**src/rtl/fifo_pkg.sv**
```systemverilog
// fifo_pkg -- shared definitions for the parameterised synchronous FIFO.
//
// Contents:
//   DEFAULT_DATA_W / DEFAULT_DEPTH  default geometry for param_sync_fifo
//   clog2()                         constant ceiling-log2 for address widths
//   is_pow2()                       true when a depth is a power of two >= 2
//   thresholds_ok()                 0 <= ae < af <= depth legality check
package fifo_pkg;

  localparam int DEFAULT_DATA_W = 8;
  localparam int DEFAULT_DEPTH  = 16;

  function automatic int clog2(input int value);
    int result;
    result = 0;
    for (int v = value - 1; v > 0; v = v >> 1) begin
      result = result + 1;
    end
    return result;
  endfunction

  function automatic bit is_pow2(input int value);
    return (value >= 2) && ((value & (value - 1)) == 0);
  endfunction

  function automatic bit thresholds_ok(input int depth, input int af, input int ae);
    return (ae >= 0) && (ae < af) && (af <= depth);
  endfunction

endpackage

```
**src/rtl/fifo_mem.sv**
```systemverilog
// fifo_mem -- DEPTH x DATA_W storage array for param_sync_fifo.
//
// Ports:
//   clk      rising-edge clock
//   rst      synchronous active-high reset (clears the read register only)
//   wr_en    write strobe; stores wr_data at wr_addr
//   wr_addr  write address
//   wr_data  write word
//   rd_en    read strobe; loads mem[rd_addr] into rd_data
//   rd_addr  read address
//   rd_data  registered read word, holds when rd_en is low
module fifo_mem
  import fifo_pkg::*;
#(
  parameter int DATA_W = DEFAULT_DATA_W,
  parameter int DEPTH  = DEFAULT_DEPTH,
  parameter int ADDR_W = clog2(DEPTH)
) (
  input  logic              clk,
  input  logic              rst,
  input  logic              wr_en,
  input  logic [ADDR_W-1:0] wr_addr,
  input  logic [DATA_W-1:0] wr_data,
  input  logic              rd_en,
  input  logic [ADDR_W-1:0] rd_addr,
  output logic [DATA_W-1:0] rd_data
);

  logic [DATA_W-1:0] mem [DEPTH];

  // Storage is deliberately not reset so it can map onto RAM primitives.
  always_ff @(posedge clk) begin
    if (wr_en) begin
      mem[wr_addr] <= wr_data;
    end
  end

  always_ff @(posedge clk) begin
    if (rst) begin
      rd_data <= '0;
    end else if (rd_en) begin
      rd_data <= mem[rd_addr];
    end
  end

endmodule

```
**src/rtl/param_sync_fifo.sv**
```systemverilog
// param_sync_fifo -- single-clock FIFO with programmable thresholds,
// occupancy count, registered read port and sticky error flags.
//
// Ports:
//   clk           rising-edge clock
//   rst           synchronous active-high reset
//   wr_en         write request (accepted when not full)
//   wr_data       write word
//   rd_en         read request (accepted when not empty)
//   clr_err       clears overflow/underflow (a same-cycle error wins)
//   rd_data       registered read word, holds when no read is accepted
//   rd_valid      one-cycle pulse per accepted read
//   full / empty  count == DEPTH / count == 0
//   almost_full   count >= AF_THRESH
//   almost_empty  count <= AE_THRESH
//   count         occupancy, 0..DEPTH
//   overflow      sticky: write requested while full
//   underflow     sticky: read requested while empty
module param_sync_fifo
  import fifo_pkg::*;
#(
  parameter int DATA_W    = DEFAULT_DATA_W,
  parameter int DEPTH     = DEFAULT_DEPTH,
  parameter int AF_THRESH = DEPTH - 2,
  parameter int AE_THRESH = 2,
  localparam int ADDR_W   = clog2(DEPTH)
) (
  input  logic              clk,
  input  logic              rst,
  input  logic              wr_en,
  input  logic [DATA_W-1:0] wr_data,
  input  logic              rd_en,
  input  logic              clr_err,
  output logic [DATA_W-1:0] rd_data,
  output logic              rd_valid,
  output logic              full,
  output logic              empty,
  output logic              almost_full,
  output logic              almost_empty,
  output logic [ADDR_W:0]   count,
  output logic              overflow,
  output logic              underflow
);

  if (DATA_W < 1) begin : g_bad_width
    $error("param_sync_fifo: DATA_W must be at least 1");
  end
  if (!is_pow2(DEPTH)) begin : g_bad_depth
    $error("param_sync_fifo: DEPTH must be a power of two >= 2");
  end
  if (!thresholds_ok(DEPTH, AF_THRESH, AE_THRESH)) begin : g_bad_thresh
    $error("param_sync_fifo: need 0 <= AE_THRESH < AF_THRESH <= DEPTH");
  end

  localparam logic [ADDR_W:0] PTR_ONE = (ADDR_W + 1)'(1);
  localparam logic [ADDR_W:0] FULL_C  = (ADDR_W + 1)'(DEPTH);
  localparam logic [ADDR_W:0] AF_C    = (ADDR_W + 1)'(AF_THRESH);
  localparam logic [ADDR_W:0] AE_C    = (ADDR_W + 1)'(AE_THRESH);

  // One extra pointer bit so wrap-around is modulo 2*DEPTH.
  logic [ADDR_W:0] wr_ptr;
  logic [ADDR_W:0] rd_ptr;
  logic            wr_accept;
  logic            rd_accept;

  // Flags come only from the registered count: no input-to-flag path.
  assign full         = (count == FULL_C);
  assign empty        = (count == '0);
  assign almost_full  = (count >= AF_C);
  assign almost_empty = (count <= AE_C);

  // No pass-through when full and no bypass when empty.
  assign wr_accept = wr_en && !full;
  assign rd_accept = rd_en && !empty;

  always_ff @(posedge clk) begin
    if (rst) begin
      wr_ptr    <= '0;
      rd_ptr    <= '0;
      count     <= '0;
      rd_valid  <= 1'b0;
      overflow  <= 1'b0;
      underflow <= 1'b0;
    end else begin
      if (wr_accept) begin
        wr_ptr <= wr_ptr + PTR_ONE;
      end
      if (rd_accept) begin
        rd_ptr <= rd_ptr + PTR_ONE;
      end
      case ({wr_accept, rd_accept})
        2'b10:   count <= count + PTR_ONE;
        2'b01:   count <= count - PTR_ONE;
        default: count <= count;
      endcase
      rd_valid <= rd_accept;
      // A new error in the same cycle as clr_err keeps the flag set.
      overflow  <= (wr_en && full)  || (overflow  && !clr_err);
      underflow <= (rd_en && empty) || (underflow && !clr_err);
    end
  end

  fifo_mem #(
    .DATA_W (DATA_W),
    .DEPTH  (DEPTH),
    .ADDR_W (ADDR_W)
  ) u_mem (
    .clk     (clk),
    .rst     (rst),
    .wr_en   (wr_accept),
    .wr_addr (wr_ptr[ADDR_W-1:0]),
    .wr_data (wr_data),
    .rd_en   (rd_accept),
    .rd_addr (rd_ptr[ADDR_W-1:0]),
    .rd_data (rd_data)
  );

endmodule

```
**config.mk**
```make
export PLATFORM = sky130hd
export DESIGN_NAME = param_sync_fifo
export DESIGN_NICKNAME = d
export VERILOG_FILES = /design/src/rtl/fifo_pkg.sv /design/src/rtl/fifo_mem.sv /design/src/rtl/param_sync_fifo.sv
export SDC_FILE = /design/constraint.sdc
export NUM_CORES = 1
export LEC_CHECK = 0
export ABC_AREA = 0
export CAP_MARGIN = 30
export CORE_MARGIN = 8
export CORE_UTILIZATION = 53
export DETAILED_ROUTE_END_ITERATION = 8
export GPL_ROUTABILITY_DRIVEN = 0
export PLACE_DENSITY = 0.75
export SLEW_MARGIN = 40
export SYNTH_ARGS = -nofsm -noshare
export SYNTH_HDL_FRONTEND = slang
export SYNTH_SLANG_ARGS = --single-unit
```
**constraint.sdc**
```tcl
create_clock -name clk -period 2.8 [get_ports clk]
set_input_delay 0.56 -clock clk [delete_from_list [all_inputs] [get_ports clk]]
set_output_delay 0.56 -clock clk [all_outputs]
set_load 0.005 [all_outputs]
```
# [Yosys cells after proc, flatten, opt, wreduce, memory -nomap -nowiden]
# Memories as Yosys holds them, arrays and structs flattened. A register that Yosys moved wholly into a read port is not among the register bits.
# Index checks and enable logic that the tools add are counted.
[word_totals] ramBits=128 reg_bits=18 n_memories=1 inputBits=13
[mem_list] name="u_mem.mem" words=16 width=8 rd=1 rd_clocked_by_memory_dff=1 wr=1 line="fifo_mem.sv:29" rtl="logic [DATA_W-1:0] mem [DEPTH];"
[classes] mux=3 reduce_logical=13 eq_ne=3 add_sub_neg=4 n_lt_le_gt_ge=2
[op_table] operator="adder 5 x 1 -> 5 bit (second input constant)" count=3
[op_table] operator="case mux 5 bit (2 select lines)" count=1
[op_table] operator="logical AND 1 bit" count=6
[op_table] operator="equality test 5 bit (second input constant)" count=1
[op_table] operator=">= comparator 5 x 4 -> 1 bit (second input constant)" count=1
[op_table] operator="less-or-equal comparator 5 x 2 -> 1 bit (second input constant)" count=1
[op_table] operator="logical NOT 5 bit" count=1
[op_table] operator="subtractor 5 x 1 -> 5 bit (second input constant)" count=1
[op_table] operator="logical NOT 1 bit" count=3
[op_table] operator="equality test 2 x 1 -> 1 bit (second input constant)" count=1
[op_table] operator="equality test 2 bit (second input constant)" count=1
[op_table] operator="logical OR 1 bit" count=2
[op_table] operator="2-to-1 mux 1 bit" count=2
[op_table] operator="nonzero test 2 bit" count=1

# [Longest topological paths before layout]
# Gate-level depths: netlist of the first run.
[logic_depth] ltp_word=5 ltp_mapped=12 mapped_depth_nobuf=10

# [Cells and area by module]
# A second synthesis of the first run with hierarchy kept.
[unflattened] hier_cells=420 hier_area_um2=6256.0
[modules_own_cells] module="fifo_mem" seq_area_each_um2=4003.8 cells_per_inst=316 area_per_inst_um2=5343.9 n_inst=1
[modules_own_cells] module="param_sync_fifo" seq_area_each_um2=320.3 cells_per_inst=104 area_per_inst_um2=912.1 n_inst=1

# [Least setup slack after synthesis of the first run]
# No wires, ideal clock.
[synth_timing] path_kind="flip-flop to flip-flop" start="reg count[4]" end="reg count[4]" n_path_buf=3 stages_incl_launch_ff=13 setup_time_ps=121 arrival_time_ps=2651 slack_ps=29 required_ps=2679 synth_period_minus_slack_ps=2771 path_cell_list="dfxtp_1 clkbuf_1 inv_1 a21boi_1 clkbuf_1 ha_1 clkbuf_1 xor2_1 ha_1 a21oi_1 a32oi_1 a31oi_1 mux2_2"
[synth_between] elab_chain_cells=5 elab_cells_between_ends=12 classes_between="add/sub (2); eq/ne (3); mux (1); reduce/logical (6)"
[synth_rtl] element="from (decl)" line="param_sync_fifo.sv:40" rtl="output logic [ADDR_W:0] count,"
[synth_rtl] element="from (signal assigned)" line="param_sync_fifo.sv:92" rtl="2'b10: count <= count + PTR_ONE;"
[synth_rtl] element="from (signal assigned)" line="param_sync_fifo.sv:93" rtl="2'b01: count <= count - PTR_ONE;"
[synth_rtl] element="from (signal assigned)" line="param_sync_fifo.sv:94" rtl="default: count <= count;"
[synth_rtl] element="logical NOT 5 bit *" line="param_sync_fifo.sv:68" rtl="assign empty = (count == '0);"
[synth_rtl] element="logical NOT 1 bit *" line="param_sync_fifo.sv:74" rtl="assign rd_accept = rd_en && !empty;"
[synth_rtl] element="logical AND 1 bit *" line="param_sync_fifo.sv:74"
[synth_rtl] element="via rd_accept" line="param_sync_fifo.sv:64" rtl="logic rd_accept;"
[synth_rtl] element="equality test 2 x 1 -> 1 bit or equality test 2 bit (tied branches)" line="param_sync_fifo.sv:91" rtl="case ({wr_accept, rd_accept})"
[synth_rtl] element="case mux 5 bit (2 select lines) or nonzero test 2 bit (tied branches)"
# The timed path passes the listed nets; every way through them passes the cells marked *.
# A chain may end at the register's enable or synchronous reset.

# [Final worst setup path of the first run]
[layout_timing] start="reg count[0]" end="out full"
[layout_between] elab_chain_cells=1
[layout_rtl] element="equality test 5 bit" line="param_sync_fifo.sv:67" rtl="assign full = (count == FULL_C);"
[layout_rtl] element="to (decl)" line="param_sync_fifo.sv:36" rtl="output logic full,"
# No other way between the ends.

==> results.py, run 1 <==
metrics = {
    "setup_path": {
        "cp_slowest_cell": "or4_4",
        "worstPathCellList": "buf_4 -> or4_4 -> nor2_1 -> clkdlybuf4s50_1",
        "r2r-start": "count[0]",
        "path_delay_family": "simple AND/OR/NAND/NOR gates",
        "crit_type": "reg2out",
        "max_stage_delay_ns": 0.59,
        "critPathMaxFanout": 7,
        "start_kind": "register",
        "arrival_ns": 2.15,
        "rr_worst_depth": 9,
        "r2r_slack_ns": 0.21,
        "crit_path_end_kind": "primary output",
        "required_ns": 2.24,
        "worstReg2RegEnd": "count[4]",
        "cp_num_buf_inv": 2,
    },
    "drt": {
        "ant_nets": 0,
        "drcViolationCount": 0,
        "drt_iter0_drc": 395,
        "via_per_inst": 5.90,
        "first_pass_iters": 5,
        "wl_per_cell_um": 20.8,
        "vias": 3627,
        "wirelength_um": 12800,
    },
    "floorplanning": {
        "fp-row-count": 39,
        "die_area_sq_um": 15300,
        "start_util_pct": 54.2,
        "die_h_um": 124,
        "core_sq_um": 11400,
        "io_pins": 33,
        "die_x_um": 124,
    },
    "clock_network": {
        "clockBufferDepth": 2,
        "ctsHoldBuffers": 0,
        "clk_pin_slew_ns": 0.06,
        "clock_sinks": 152,
        "cts_root_buf": "clkbuf_16",
        "clkLatencyLatePin_ns": 0.41,
        "numCtsBuffers": 17,
        "cts_tree": "done",
        "htree_levels": 4,
    },
    "timing": {
        "setup_viol": 0,
        "fmax_mhz": 369,
        "fin_skew_ns": 0.00832,
        "hold_violations": 0,
        "worstMarginPinSlew_ns": 0.751,
        "finalMaxSlewViolations": 0,
        "period_share_pct": 96.9,
        "slew_headroom_pct": 49.8,
        "finalSetupTns_ns": 0,
        "layout_min_cycle_time_ns": 2.71,
        "grt_setup_unrepaired": "false",
        "whs_ns": 0.508,
    },
    "logic_synthesis": {
        "syn_inst": 409,
        "yosys.area.top_type": "edfxtp_1",
        "ys_warn_count": 0,
        "netlist.area_leader.share_pct": 62.4,
        "synth_cell_type_count": 40,
        "yosysMostFrequentCell": "edfxtp_1",
        "synth_enable_flop_cells": 128,
        "ys.flop_type": "edfxtp_1",
        "synth_area_per_cell_sq_um": 15.1,
        "ys_ff_latch": 152,
        "syn_area_sq_um": 6160,
        "ys_top_cells_by_area": "edfxtp_1, mux2i_1, dfxtp_1, o22ai_1, nor2_1",
        "syn_nets": 430,
        "synthArstFlopShare_pct": 0,
        "synth_commonest_cells": "edfxtp_1, mux2i_1, nor2_1",
        "yosysSeqAreaShare_pct": 70.2,
    },
    "global_route": {
        "grt_pass1_wl_um": 19800,
        "antenna_found_initial": 0,
        "grt_pass1_vias": 3593,
        "grtUsageTotal_pct": 17.7,
        "grt_max_degree": 24,
        "grt_overflow_total": 0,
    },
    "min_path": {
        "min_to": "u_mem.rd_data[5]",
        "hp-class": "reg2reg",
        "hold_depth": 2,
        "hp-start": "u_mem.rd_data[5]",
    },
    "placement": {
        "place_hpwl_um": 8310,
        "io_buffer_count": 32,
    },
    "power_and_ir_drop": {
        "vdd_drop_max_mv": 0.465,
        "leakage_nw": 2.43,
        "finalPower_mw": 6.61,
        "cellPowerDensity_nw_per_um2": 894,
    },
    "final_layout": {
        "nFillCells": 783,
        "syn_to_final_growth_pct": 20.1,
        "drive_gt1_share_pct": 13.3,
        "antennaDiodeCount": 0,
        "fin_nets": 481,
    },
    "run_status": {
        "outcome": "complete, no violations",
    },
    "run": {
        "cap_violations": 0,
    },
}
[layout make-up]
type                            count  area [sq um]  share of cell area [%]
Clock inverter                     11           198                    2.67
Timing Repair Buffer               61           563                    7.61
Clock buffer                       20           437                    5.90
Sequential cell                   152          4330                    58.5
Tap cell                          143           179                    2.42
Multi-Input combinational cell    222          1670                    22.6
Inverter                            6          22.5                   0.304
[what timing repair did]
item | in CTS | in global routing
gates resized for setup | 1 | 0
buffers inserted | 0 | 0
setup endpoints to repair | 2 | 0
[cells by family after synthesis]
group / synth area share, %
xor+xnor: 1.42
simple gates: 6.26
mux: 11.3
fa+ha+maj: 1.63
flops: 70.2
compound gates: 6.50
buf+inv: 2.74
[how the worst max path moves through the flow]
| stage | start | endpoint | cells past startpoint |
|---|---|---|---|
| finish | count[0] | full | 4 |
| global route | count[0] | full | 4 |
| CTS | count[1] | full | 4 |
| detailed placement | wr_en | count[4] | 10 |
| global placement | wr_en | count[4] | 10 |
| floorplan | count[4] | count[4] | 12 |
[per-layer routing]
metal | track usage (%) | wire length [um] | vias up | share of wire (%)
met2 | 29.4 | 6570 | 111 | 51
met5 | 0 | 0 | - | 0
met4 | 8.43 | 289 | 0 | 2.3
met1 | 21.9 | 5360 | 1809 | 42
met3 | 3.54 | 577 | 25 | 4.5
li1 | - | - | 1682 | -
[through the flow]
| stage | cell area (sq um) | std cells | setup WS [ns] | utilization (%) |
|---|---|---|---|---|
| final | 7400 | 615 | 0.0871 | 65.1 |
| after global routing | 7400 | 615 | 0.0158 | 65.1 |
| after floorplan | 6160 | 409 | 0.0286 | - |
| after CTS | 7400 | 615 | 0.0604 | 65.1 |
| after detailed placement | 6760 | 584 | -0.0807 | 59.4 |
| after global placement | 6760 | 584 | 0.00476 | 59.4 |
[flip-flops by register name, indices dropped and copies added (netlist names)]
name           cells
wr_ptr             4
underflow          1
count              5
rd_valid           1
rd_ptr             4
u_mem.mem        128
u_mem.rd_data      8
overflow           1
[worst register-to-register path: stages (launching register included)]
cell and delay, ns:
dfxtp_1 0.30, nor4_1 0.51, a21boi_1 0.19, ha_1 0.26
xor2_1 0.15, ha_1 0.17, a21oi_1 0.25, a32oi_1 0.15
a31oi_1 0.15, mux2_2 0.34
[where the power goes]
group          switching (mW)  internal, mW
combinational           0.733         0.699
clock                   0.847          1.58
sequential              0.137          2.62
[cell usage in the layout (no fill, tap or decap), drive strengths merged, types with 4 or more instances in the layout]
master / Yosys / routed
a211oi: 8 / 8
inv: 6 / 7
nor4: 9 / 9
nor3: 4 / 4
o22ai: 33 / 33
nor2: 38 / 38
nand3b: 4 / 4
edfxtp: 128 / 128
o211ai: 4 / 4
buf: 16 / 29
mux2i: 67 / 67
clkbuf: 13 / 20
clkdlybuf4s50: 0 / 32
dfxtp: 24 / 24
bufinv: 0 / 5
nand2: 5 / 5
clkinv: 0 / 4
xor2: 7 / 7
ha: 8 / 8
(Power assumes the default switching activity.)
==> run 2: changes to the inputs <==
--- a/config.mk
+++ b/config.mk
@@ -8,10 +8,10 @@
 export ABC_AREA = 0
 export CAP_MARGIN = 30
 export CORE_MARGIN = 8
-export CORE_UTILIZATION = 53
+export CORE_UTILIZATION = 59
 export DETAILED_ROUTE_END_ITERATION = 8
 export GPL_ROUTABILITY_DRIVEN = 0
-export PLACE_DENSITY = 0.75
+export PLACE_DENSITY = 0.79
 export SLEW_MARGIN = 40
 export SYNTH_ARGS = -nofsm -noshare
 export SYNTH_HDL_FRONTEND = slang
==> constraint.sdc (replaced) <==
create_clock -name clk -period 3.1 [get_ports clk]
set_input_delay 0.62 -clock clk [delete_from_list [all_inputs] [get_ports clk]]
set_output_delay 0.62 -clock clk [all_outputs]
set_load 0.005 [all_outputs]
==> run 2 against run 1 <==
  * Die area decreased by 8.9%
  * Via count down 0.33%
  * Sequential power shrank 8.4%
  * Design area is 1.1% lower
  * Combinational power decreased by 15%
  * Hold slack worse by 0.0049 ns
  * Critical endpoint is now empty
  * Largest cell class unchanged
==> results.py, run 2 (synthesis results as in run 1) <==
metrics = {
    "run_status": {
        "outcome": "complete, no violations",
    },
    "clock_network": {
        "htree_levels": 4,
        "cts_tree": "done",
        "clockBufferDepth": 2,
        "clkLatencyLatePin_ns": 0.52,
        "cts_resized": 0,
        "clk_pin_slew_ns": 0.06,
        "clock_sinks": 152,
        "cts_root_buf": "clkbuf_8",
        "ctsHoldBuffers": 0,
        "cts_setup_buffers": 0,
        "numCtsBuffers": 17,
    },
    "setup_path": {
        "r2r_slack_ns": 0.58,
        "r2r-start": "count[2]",
        "crit_type": "reg2out",
        "crit_path_end_kind": "primary output",
        "arrival_ns": 2.38,
        "worstReg2RegEnd": "count[4]",
        "critPathMaxFanout": 14,
        "rr_worst_depth": 9,
        "start_kind": "register",
        "required_ns": 2.48,
    },
    "global_route": {
        "grt_pass1_wl_um": 20300,
        "grt_overflow_total": 0,
        "grt_max_degree": 38,
        "antenna_found_initial": 0,
        "grtUsageTotal_pct": 19.1,
        "grt_pass1_vias": 3705,
    },
    "placement": {
        "place_inst": 569,
        "io_buffer_count": 32,
        "place_hpwl_um": 8180,
        "place_ws_ns": 0.193,
        "postPlaceCellArea_sq_um": 6680,
    },
    "final_layout": {
        "top_register": "u_mem.mem",
        "fin_cells": 600,
        "antennaDiodeCount": 0,
        "stdcell_area_sq_um": 7310,
        "top_regs": "u_mem.mem x128, u_mem.rd_data x8, count x5",
        "syn_to_final_growth_pct": 18.7,
        "largest_reg_flops": 128,
        "drive_gt1_share_pct": 12.3,
        "nFillCells": 649,
        "fin_nets": 473,
        "layout_commonest_cell": "edfxtp_1",
        "fin_util_pct": 71.5,
        "final_cell_mix": "edfxtp_1, mux2i_1, nor2_1, o22ai_1, clkdlybuf4s50_1",
    },
    "timing": {
        "finalMaxSlewViolations": 0,
        "grt_setup_unrepaired": "false",
        "worst_slack_ns": 0.0978,
        "period_share_pct": 96.8,
        "finalSetupTns_ns": 0,
        "setup_viol": 0,
        "hold_violations": 0,
        "fin_skew_ns": 0.00762,
        "whs_ns": 0.503,
        "slew_headroom_pct": 54.0,
        "fmax_mhz": 333,
        "layout_min_cycle_time_ns": 3.00,
        "worstMarginPinSlew_ns": 0.687,
    },
    "floorplanning": {
        "start_util_pct": 60.2,
        "io_pins": 33,
        "fp-row-count": 37,
        "die_x_um": 118,
        "die_area_sq_um": 14000,
        "core_sq_um": 10200,
        "die_h_um": 118,
    },
    "power_and_ir_drop": {
        "cellPowerDensity_nw_per_um2": 812,
        "leakage_nw": 2.39,
        "finalPower_mw": 5.94,
        "vdd_drop_max_mv": 0.546,
    },
    "min_path": {
        "hold_depth": 2,
        "hp-class": "reg2reg",
        "hp-start": "u_mem.rd_data[4]",
        "min_to": "u_mem.rd_data[4]",
    },
    "drt": {
        "via_per_inst": 6.03,
        "wl_per_cell_um": 21.9,
        "vias": 3615,
        "wirelength_um": 13100,
        "drcViolationCount": 0,
        "ant_nets": 0,
        "drt_iter0_drc": 311,
        "first_pass_iters": 5,
    },
    "run": {
        "cap_violations": 0,
    },
}
==> run 2: how the worst max path moves through the flow <==
| stage | slack [ns] | endpoint | start | depth (start not counted) |
|---|---|---|---|---|
| floorplan | 0.33 | count[4] | count[4] | 12 |
| global placement | 0.23 | count[4] | wr_en | 10 |
| detailed placement | 0.19 | count[4] | rd_en | 9 |
| CTS | 0.10 | full | count[2] | 3 |
| global route | 0.01 | empty | count[2] | 3 |
| finish | 0.1 | empty | count[2] | 3 |
==> run 2: power breakdown <==
group,leakage (nW),internal (mW),total [mW],switching (mW)
clock network,0.305,1.39,2.21,0.815
logic,0.730,0.586,1.21,0.627
registers,1.35,2.36,2.52,0.160
==> run 2: worst max-delay path: stages (launching register included) <==
cell             delay, ns
dfxtp_1               0.44
or4_1                 0.69
nor2_1                0.20
clkdlybuf4s50_1       0.53
==> run 2: cell type report <==
| class | instances | area, sq um | share of cell area, % |
|---|---|---|---|
| clock inverter | 14 | 223 | 3.04 |
| multi-input combinational | 222 | 1670 | 22.8 |
| inverter | 6 | 22.5 | 0.308 |
| clock buffer | 17 | 414 | 5.66 |
| timing repair buffer | 53 | 490 | 6.71 |
| sequential | 152 | 4330 | 59.2 |
| tap | 136 | 170 | 2.33 |
==> run 2: layer usage <==
metal / vias to the layer above / global-route usage, % / share of wire (%)
li1: 1658 / - / -
met1: 1767 / 22.6 / 41
met2: 153 / 32.8 / 51
met3: 37 / 4.00 / 5.9
met4: 0 / 9.05 / 2.8
met5: - / 0 / 0
